**src/rtl/romarb_n_pkg.sv**
```systemverilog
// Shared definitions for the N-channel ROM arbiter: state encodings,
// iNES header constants and a small index-width helper.
package romarb_n_pkg;

   typedef enum logic [2:0] {
      ST_WAITINIT = 3'd0,
      ST_HDR      = 3'd1,
      ST_IDLE     = 3'd2,
      ST_BUSY     = 3'd3,
      ST_DONE     = 3'd4
   } state_t;

   localparam int unsigned INES_HDRLEN = 16;
   localparam int unsigned INES_BYTE_W = 8;

   // Width of an index into n items; never less than one bit.
   function automatic int unsigned idx_width(input int unsigned n);
      return (n > 1) ? $clog2(n) : 1;
   endfunction

endpackage

```
**src/rtl/romarb_n_rr_pick.sv**
```systemverilog
// Combinational NCH-wide selector: round-robin from a pointer, or fixed
// priority (lowest index) when rr_mode is low.
module romarb_n_rr_pick
   import romarb_n_pkg::*;
#(
   parameter int unsigned NCH = 2,
   parameter int unsigned PW  = idx_width(NCH)
) (
   input  logic [NCH-1:0] req,
   input  logic [PW-1:0]  ptr,
   input  logic           rr_mode,
   output logic [PW-1:0]  grant_c,
   output logic           any_c
);

   // Channel examined at scan position k; ptr is always kept below NCH.
   function automatic int slot(input logic [PW-1:0] base, input logic en, input int k);
      int s;
      s = k + (en ? int'(base) : 0);
      if (s >= int'(NCH)) s = s - int'(NCH);
      return s;
   endfunction

   // Scan from the far end so the earliest matching position wins.
   always_comb begin
      grant_c = '0;
      any_c   = |req;
      for (int k = int'(NCH) - 1; k >= 0; k--) begin
         for (int j = 0; j < int'(NCH); j++) begin
            if (req[j] && (j == slot(ptr, rr_mode, k))) grant_c = PW'(j);
         end
      end
   end

endmodule

```
**src/rtl/romarb_n.sv**
```systemverilog
// N-channel ROM read arbiter: loads the cartridge header after init, then
// serialises per-channel byte reads onto one external req/ack ROM port.
module romarb_n
   import romarb_n_pkg::*;
#(
   parameter int unsigned NCH    = 2,
   parameter int unsigned AW     = 21,
   parameter int unsigned ROMAW  = 22,
   parameter int unsigned DW     = 8,
   parameter int unsigned HDRLEN = INES_HDRLEN,
   parameter int unsigned RR     = 1
) (
   input  logic                            clk,
   input  logic                            reset,
   input  logic                            init,
   input  logic [NCH-1:0]                  chreq,
   input  logic [NCH*AW-1:0]               chaddr,
   input  logic [NCH*ROMAW-1:0]            chbase,
   output logic [NCH-1:0]                  chack,
   output logic [DW-1:0]                   chdata,
   output logic [ROMAW-1:0]                romaddr,
   output logic                            romreq,
   input  logic                            romack,
   input  logic [DW-1:0]                   romdata,
   output logic [HDRLEN*INES_BYTE_W-1:0]   header,
   output logic                            hdrvalid,
   output logic                            busy
);

   localparam int unsigned PW = idx_width(NCH);
   localparam int unsigned CW = idx_width(HDRLEN);
   localparam int unsigned BW = INES_BYTE_W;

   state_t                  state_q, state_d;
   logic [CW-1:0]           cnt_q, cnt_d;
   logic [PW-1:0]           ptr_q, ptr_d;
   logic [PW-1:0]           gnt_q, gnt_d;
   logic                    pend_q, pend_d;
   logic [NCH-1:0]          chack_d;
   logic [DW-1:0]           chdata_d;
   logic [ROMAW-1:0]        romaddr_d;
   logic                    romreq_d;
   logic [HDRLEN*BW-1:0]    header_d;
   logic                    hdrvalid_d;
   logic                    busy_d;

   logic [PW-1:0]           pick_c;
   logic                    any_c;
   logic [AW-1:0]           sel_addr;
   logic [ROMAW-1:0]        sel_base;
   logic [ROMAW-1:0]        chan_addr;
   logic                    start_hdr;

   romarb_n_rr_pick #(.NCH(NCH), .PW(PW)) u_pick (
      .req     (chreq),
      .ptr     (ptr_q),
      .rr_mode (RR != 0),
      .grant_c (pick_c),
      .any_c   (any_c)
   );

   // Address/base of the channel the selector currently favours.
   always_comb begin
      sel_addr = '0;
      sel_base = '0;
      for (int j = 0; j < int'(NCH); j++) begin
         if (PW'(j) == pick_c) begin
            sel_addr = chaddr[j*AW +: AW];
            sel_base = chbase[j*ROMAW +: ROMAW];
         end
      end
   end

   // Channel data sits after the header in ROM; overflow wraps silently.
   assign chan_addr = sel_base + ROMAW'(HDRLEN) + ROMAW'(sel_addr);

   always_comb begin
      state_d    = state_q;
      cnt_d      = cnt_q;
      ptr_d      = ptr_q;
      gnt_d      = gnt_q;
      pend_d     = pend_q;
      chack_d    = '0;
      chdata_d   = chdata;
      romaddr_d  = romaddr;
      romreq_d   = romreq;
      header_d   = header;
      hdrvalid_d = hdrvalid;
      start_hdr  = 1'b0;

      case (state_q)
         ST_WAITINIT: begin
            if (init) start_hdr = 1'b1;
         end
         ST_HDR: begin
            if (!romreq) begin
               romreq_d  = 1'b1;
               romaddr_d = ROMAW'(cnt_q);
            end else if (romack) begin
               for (int k = 0; k < int'(HDRLEN); k++) begin
                  if (CW'(k) == cnt_q) header_d[k*BW +: BW] = BW'(romdata);
               end
               romreq_d = 1'b0;
               if (cnt_q == CW'(HDRLEN - 1)) begin
                  hdrvalid_d = 1'b1;
                  state_d    = ST_IDLE;
               end else begin
                  cnt_d = cnt_q + CW'(1);
               end
            end
         end
         ST_IDLE: begin
            if (init) begin
               start_hdr = 1'b1;
            end else if (any_c) begin
               gnt_d     = pick_c;
               romaddr_d = chan_addr;
               romreq_d  = 1'b1;
               state_d   = ST_BUSY;
            end
         end
         ST_BUSY: begin
            if (init) pend_d = 1'b1;
            if (romack) begin
               chdata_d = romdata;
               romreq_d = 1'b0;
               for (int j = 0; j < int'(NCH); j++) chack_d[j] = (PW'(j) == gnt_q);
               state_d  = ST_DONE;
            end
         end
         ST_DONE: begin
            if (RR != 0) ptr_d = (gnt_q == PW'(NCH - 1)) ? '0 : gnt_q + PW'(1);
            // An init seen during the transaction (or now) reloads the header.
            if (pend_q || init) begin
               start_hdr = 1'b1;
               pend_d    = 1'b0;
            end else begin
               state_d = ST_IDLE;
            end
         end
         default: state_d = ST_WAITINIT;
      endcase

      if (start_hdr) begin
         state_d    = ST_HDR;
         cnt_d      = '0;
         hdrvalid_d = 1'b0;
         romreq_d   = 1'b1;
         romaddr_d  = '0;
      end

      busy_d = (state_d == ST_HDR) || (state_d == ST_BUSY) || (state_d == ST_DONE);
   end

   always_ff @(posedge clk or posedge reset) begin
      if (reset) begin
         state_q  <= ST_WAITINIT;
         cnt_q    <= '0;
         ptr_q    <= '0;
         gnt_q    <= '0;
         pend_q   <= 1'b0;
         chack    <= '0;
         chdata   <= '0;
         romaddr  <= '0;
         romreq   <= 1'b0;
         header   <= '0;
         hdrvalid <= 1'b0;
         busy     <= 1'b0;
      end else begin
         state_q  <= state_d;
         cnt_q    <= cnt_d;
         ptr_q    <= ptr_d;
         gnt_q    <= gnt_d;
         pend_q   <= pend_d;
         chack    <= chack_d;
         chdata   <= chdata_d;
         romaddr  <= romaddr_d;
         romreq   <= romreq_d;
         header   <= header_d;
         hdrvalid <= hdrvalid_d;
         busy     <= busy_d;
      end
   end

endmodule
```
**config.mk**
```make
export PLATFORM = sky130hd
export DESIGN_NAME = romarb_n
export DESIGN_NICKNAME = d
export VERILOG_FILES = /design/src/rtl/romarb_n_pkg.sv /design/src/rtl/romarb_n_rr_pick.sv /design/src/rtl/romarb_n.sv
export SDC_FILE = /design/constraint.sdc
export NUM_CORES = 1
export LEC_CHECK = 0
export ABC_AREA = 0
export BUFFER_PORTS_ARGS = -buffer_cell sky130_fd_sc_hd__buf_2
export CORE_AREA = 3 3 129 131
export DETAILED_ROUTE_END_ITERATION = 12
export DIE_AREA = 0 0 132 134
export PLACE_DENSITY_LB_ADDON = 0.12
export SLEW_MARGIN = 20
export SYNTH_ARGS = -nofsm -noshare
export SYNTH_HDL_FRONTEND = slang
export SYNTH_SLANG_ARGS = --single-unit
```
**constraint.sdc**
```tcl
create_clock -name clk -period 9.8 [get_ports clk]
set_input_delay 1.96 -clock clk [delete_from_list [all_inputs] [get_ports clk]]
set_output_delay 1.96 -clock clk [all_outputs]
set_load 0.03 [all_outputs]
```
==> results.md <==
Detailed routing:
- The final routed DRC violation total is 0.
- The average vias per placed instance is roughly 5.5.
- The detail route stage leaves a number of antenna-violating nets equal to 0.
- The number of design-rule violations left by the first detailed-router iteration is roughly 300.
- The wire length after detailed routing is around 22000 um.
- Detailed routing inserted a total of about 6400 vias.
- The first-pass iteration count of the detailed router is 5.
- The routed wire length per instance is ~19 um.

Finish:
- The diode insertion count for antenna repair is 0.
- The signed area change from the synthesized netlist to the final layout is 23.8%.
- The utilization after layout is 68.2%.
- The number of nets in the finished design is ~1100.
- The fill cell total of the finished layout is roughly 1200.
- Of the cells placed in the final design, the portion with a size suffix greater than 1 is between 50 and 60%.

Pwr:
- Summed over all cells, the static leakage comes to approximately 5.7 nW.
- Sequential cells burn between 30% and 40% of the power.
- The clock network burns a little over a fifth of the power.
- The analysis attributes to net switching a power of 0.00132 W.
- The switching fraction of total power is 42.5%.
- The portion of total power attributed to combinational logic is between 40 and 50%.
- Internal power comes to ~0.0018 W.
- The worst-case vdd ir drop is between 0.2 and 0.25 mV.
- Power comes to between 0.003 and 0.004 W.
- In this run the power density over the cells is around 290 nW/um^2.

Critical path:
- For this design, the slowest cell found on the critical path is buf_4.
- STA classifies the critical path endpoint as a flip-flop.
- The largest single stage delay on the critical path is about 0.45 ns.
- STA classifies the critical path startpoint as an input port.
- Data on the critical path is required at its endpoint by around 10 ns.
- The biggest fanout along the worst timing path is 44.
- The worst endpoint data arrival time is between 5 and 6 ns.
- The kind of critical path is input port to flip-flop.
- Walking the worst path, the cells encountered are buf_2 > inv_1 > o21ai_4 > buf_4 > mux2_2 > ha_1 > ha_1 > fa_1 > a21oi_1 > o21ai_0 > a21oi_1 > o21ai_0 > a211oi_1 > o31ai_1.

Synthesis:
- Summed over its instances, the top area cell type makes up roughly 50% of the synthesized netlist area.
- The share of synthesized cell area in full adder, half adder and majority cells is ~6.7%.
- The post-synthesis xor/xnor area fraction is 1.72%.
- Summing every instance area after synthesis gives 8660 um^2.
- The warning count from the yosys run is 0.
- The synthesized instance count is 687.
- After synthesis, the netlist uses between 60 and 70 different library cells.
- The sequential cell area fraction in the yosys report is around 50%.
- In the synthesized netlist the async set-or-reset flop fraction comes to 100%.
- Ranked by total cell area, the synthesized netlist is headed by dfrtp_1 50%, mux2_2 21%, ha_1 6.5%.
- The post-synthesis net count is between 800 and 900.
- The fraction of synthesized area in multiplexers is 23.5%.
- For this run, the leading register cell type out of synthesis is dfrtp_1.
- The commonest cells after synthesis are 173 x dfrtp_1, 162 x mux2_2, 45 x ha_1.
- After synthesis, the largest family of logic cells by area is multiplexers.
- The post-synthesis average cell area is 12.6 um^2.
- The flip-flop and latch count after synthesis is 173.
- The largest total area in the synthesized netlist belongs to dfrtp_1.
- The synthesized netlist devotes approximately 7.0% of its cell area to compound gates.
- The area share of and/or/nand/nor cells after synthesis is under 10%.
- The cell with the most instances after synthesis is dfrtp_1.
- The number of synthesized flops with an enable pin is 0.

Hold path:
- The kind of path behind the tightest hold check is flip-flop to flip-flop.

STA:
- The summed negative setup slack over all endpoints is 0 ns.
- The worst pin sits at a relative slew slack of between 20% and 30%.
- Setup repair after global routing left no endpoint under its margin.
- The number of hold-slack violations in the final timing report was 0.
- The smallest clock period supported by the final layout is computed as ~4.8 ns.
- The number of max-slew violations in the final report came to 0.
- The worst hold slack across all endpoints is 0.481 ns.
- At the pin with the least slew margin, the transition time is approximately 1.1 ns.
- The number of setup violations in the final report is 0.
- The worst clock skew is 0.0135 ns.
- The portion of the clock cycle consumed by the worst path in the final layout is ~50%.
- The maximum clock frequency is around 0.21 GHz.

Placement:
- The quantity of I/O buffers inserted on ports is about 260.
- Summed over all nets, the half-perimeter wirelength after detailed placement is about 16000 um.
- The global placement routability congestion is just over 0.9.

CTS:
- The count of buffers added by post-CTS timing repair for setup is 0.
- The H-tree depth is 4.
- The worst-case clock buffer depth is 2.
- TritonCTS built the clock tree.
- After clock tree synthesis, the clock-pin slew on the worst setup and hold paths is roughly 0.07 ns.
- At the later pin of the worst-skew pair, clock insertion delay measures about 0.43 ns.
- Once the clock tree was built, the resizer swapped 0 gates to a different size.
- Hold repair after CTS inserted 0 buffers.
- In this run, CTS created clock tree buffers numbering 17.
- The CTS root buffer is clkbuf_16.
- Clock tree synthesis found a total of between 150 and 200 sinks.

Die:
- The effective utilization at floorplan is about 55%.
- The die area is roughly 18000 um^2.
- Measured along the y axis, the die boundary spans around 130 um.
- The floorplan has 46 rows.
- From left edge to right edge, the die measures 132 um.
- The region available for standard cell placement spans approximately 16000 um^2.
- The count of pins on the block boundary is approximately 260.

Global routing:
- The number of antenna violations at the first check in global routing is 0.
- The total grt overflow is 0.
- Entering global routing, the biggest net connects between 90 and 100 pins.
- For this run, the total global-route usage over all layers was measured as between 20 and 25%.
- The global-route wire length before repair is between 30000 and 40000 um.
- The number of global-route vias before repair is around 6700.

Run status:
- The run finished with clean final reports.

Flow run:
- Across the run, the number of max-cap violations was 0.
[metrics by stage]
step | cells | worst slack, ns | area, um^2
after detailed placement | 1138 | 4.54 | 10100
after floorplan | 687 | 3.15 | 8660
after CTS | 1170 | 5.00 | 10700
after global placement | 1138 | 4.65 | 10100
after global routing | 1170 | 4.72 | 10700
final | 1170 | 4.97 | 10700
[logic make-up (layout without fill, tap and decap cells)]
family,Yosys count,count (layout)
buf+inv,43,310
mux,181,181
compound gates,92,92
fa+ha+maj,46,46
simple gates,135,135
xor+xnor,17,17
flops,173,173
[critical path, delay by kind of cell]
kind                     cells  cell delay (ns)
AO/OA/AOI/OAI                7             1.20
adder cells (fa/ha/maj)      3             0.95
buffers and inverters        3             0.58
multiplexers                 1             0.40
[area by class of cell]
| type | instances | area, um^2 | area share [%] |
|---|---|---|---|
| Inverter | 13 | 53.8 | 0.502 |
| Timing Repair Buffer | 265 | 1340 | 12.5 |
| Clock inverter | 14 | 158 | 1.47 |
| Sequential cell | 173 | 4330 | 40.4 |
| Tap cell | 216 | 270 | 2.52 |
| Multi-Input combinational cell | 471 | 4140 | 38.6 |
| Clock buffer | 18 | 429 | 4.00 |
[path summary, 6_finish.rpt]
kind,startpoint,to,slack (ns),cells past startpoint
min,romaddr[12],romaddr[12],0.48,2
min reg2reg,romaddr[12],romaddr[12],0.48,2
max in group asynchronous,reset,header[76],6.84,3
min in group asynchronous,reset,header[121],1.66,2
max,chreq[0],romaddr[11],4.97,14
max reg2reg,ptr_q,romaddr[11],6.20,12
[sequential cells by signal, indices dropped and copies added (netlist names)]
name	flops
romaddr	22
chack	2
romreq	1
state_q	3
busy	1
hdrvalid	1
ptr_q	1
header	128
pend_q	1
chdata	8
cnt_q	4
gnt_q	1
[cells in the final DEF (no fill, tap or decap), types with 8 or more instances in the layout]
| cell type | n |
|---|---|
| ha_1 | 45 |
| o21ai_0 | 27 |
| xnor2_1 | 10 |
| buf_2 | 262 |
| mux2_1 | 14 |
| a21oi_1 | 20 |
| dfrtp_1 | 173 |
| and2_1 | 11 |
| nand2_2 | 8 |
| nand2_1 | 41 |
| nor2_1 | 24 |
| nand3_1 | 9 |
| inv_1 | 12 |
| mux2_2 | 162 |
| clkbuf_16 | 17 |
[power groups by stage]
| stage | Clock [W] | Sequential [W] | Combinational (W) |
|---|---|---|---|
| 5_1_grt | 0.000705 | 0.00112 | 0.00144 |
| 6_report | 0.000665 | 0.00109 | 0.00136 |
| 2_1_floorplan | 0 | 0.00155 | 0.000505 |
| 4_1_cts | 0.000676 | 0.00109 | 0.00136 |
| 3_3_place_gp | 0 | 0.00109 | 0.00133 |
| 3_5_place_dp | 0 | 0.00110 | 0.00136 |
[metal layers]
layer	GRT usage (%)	wire length (um)	up-vias
met3	6.79	1520	32
met2	41.7	10900	215
li1	-	-	2977
met1	31.4	9040	3190
met4	7.53	403	0
met5	0	0	-
Power figures use the tool's default switching activity.
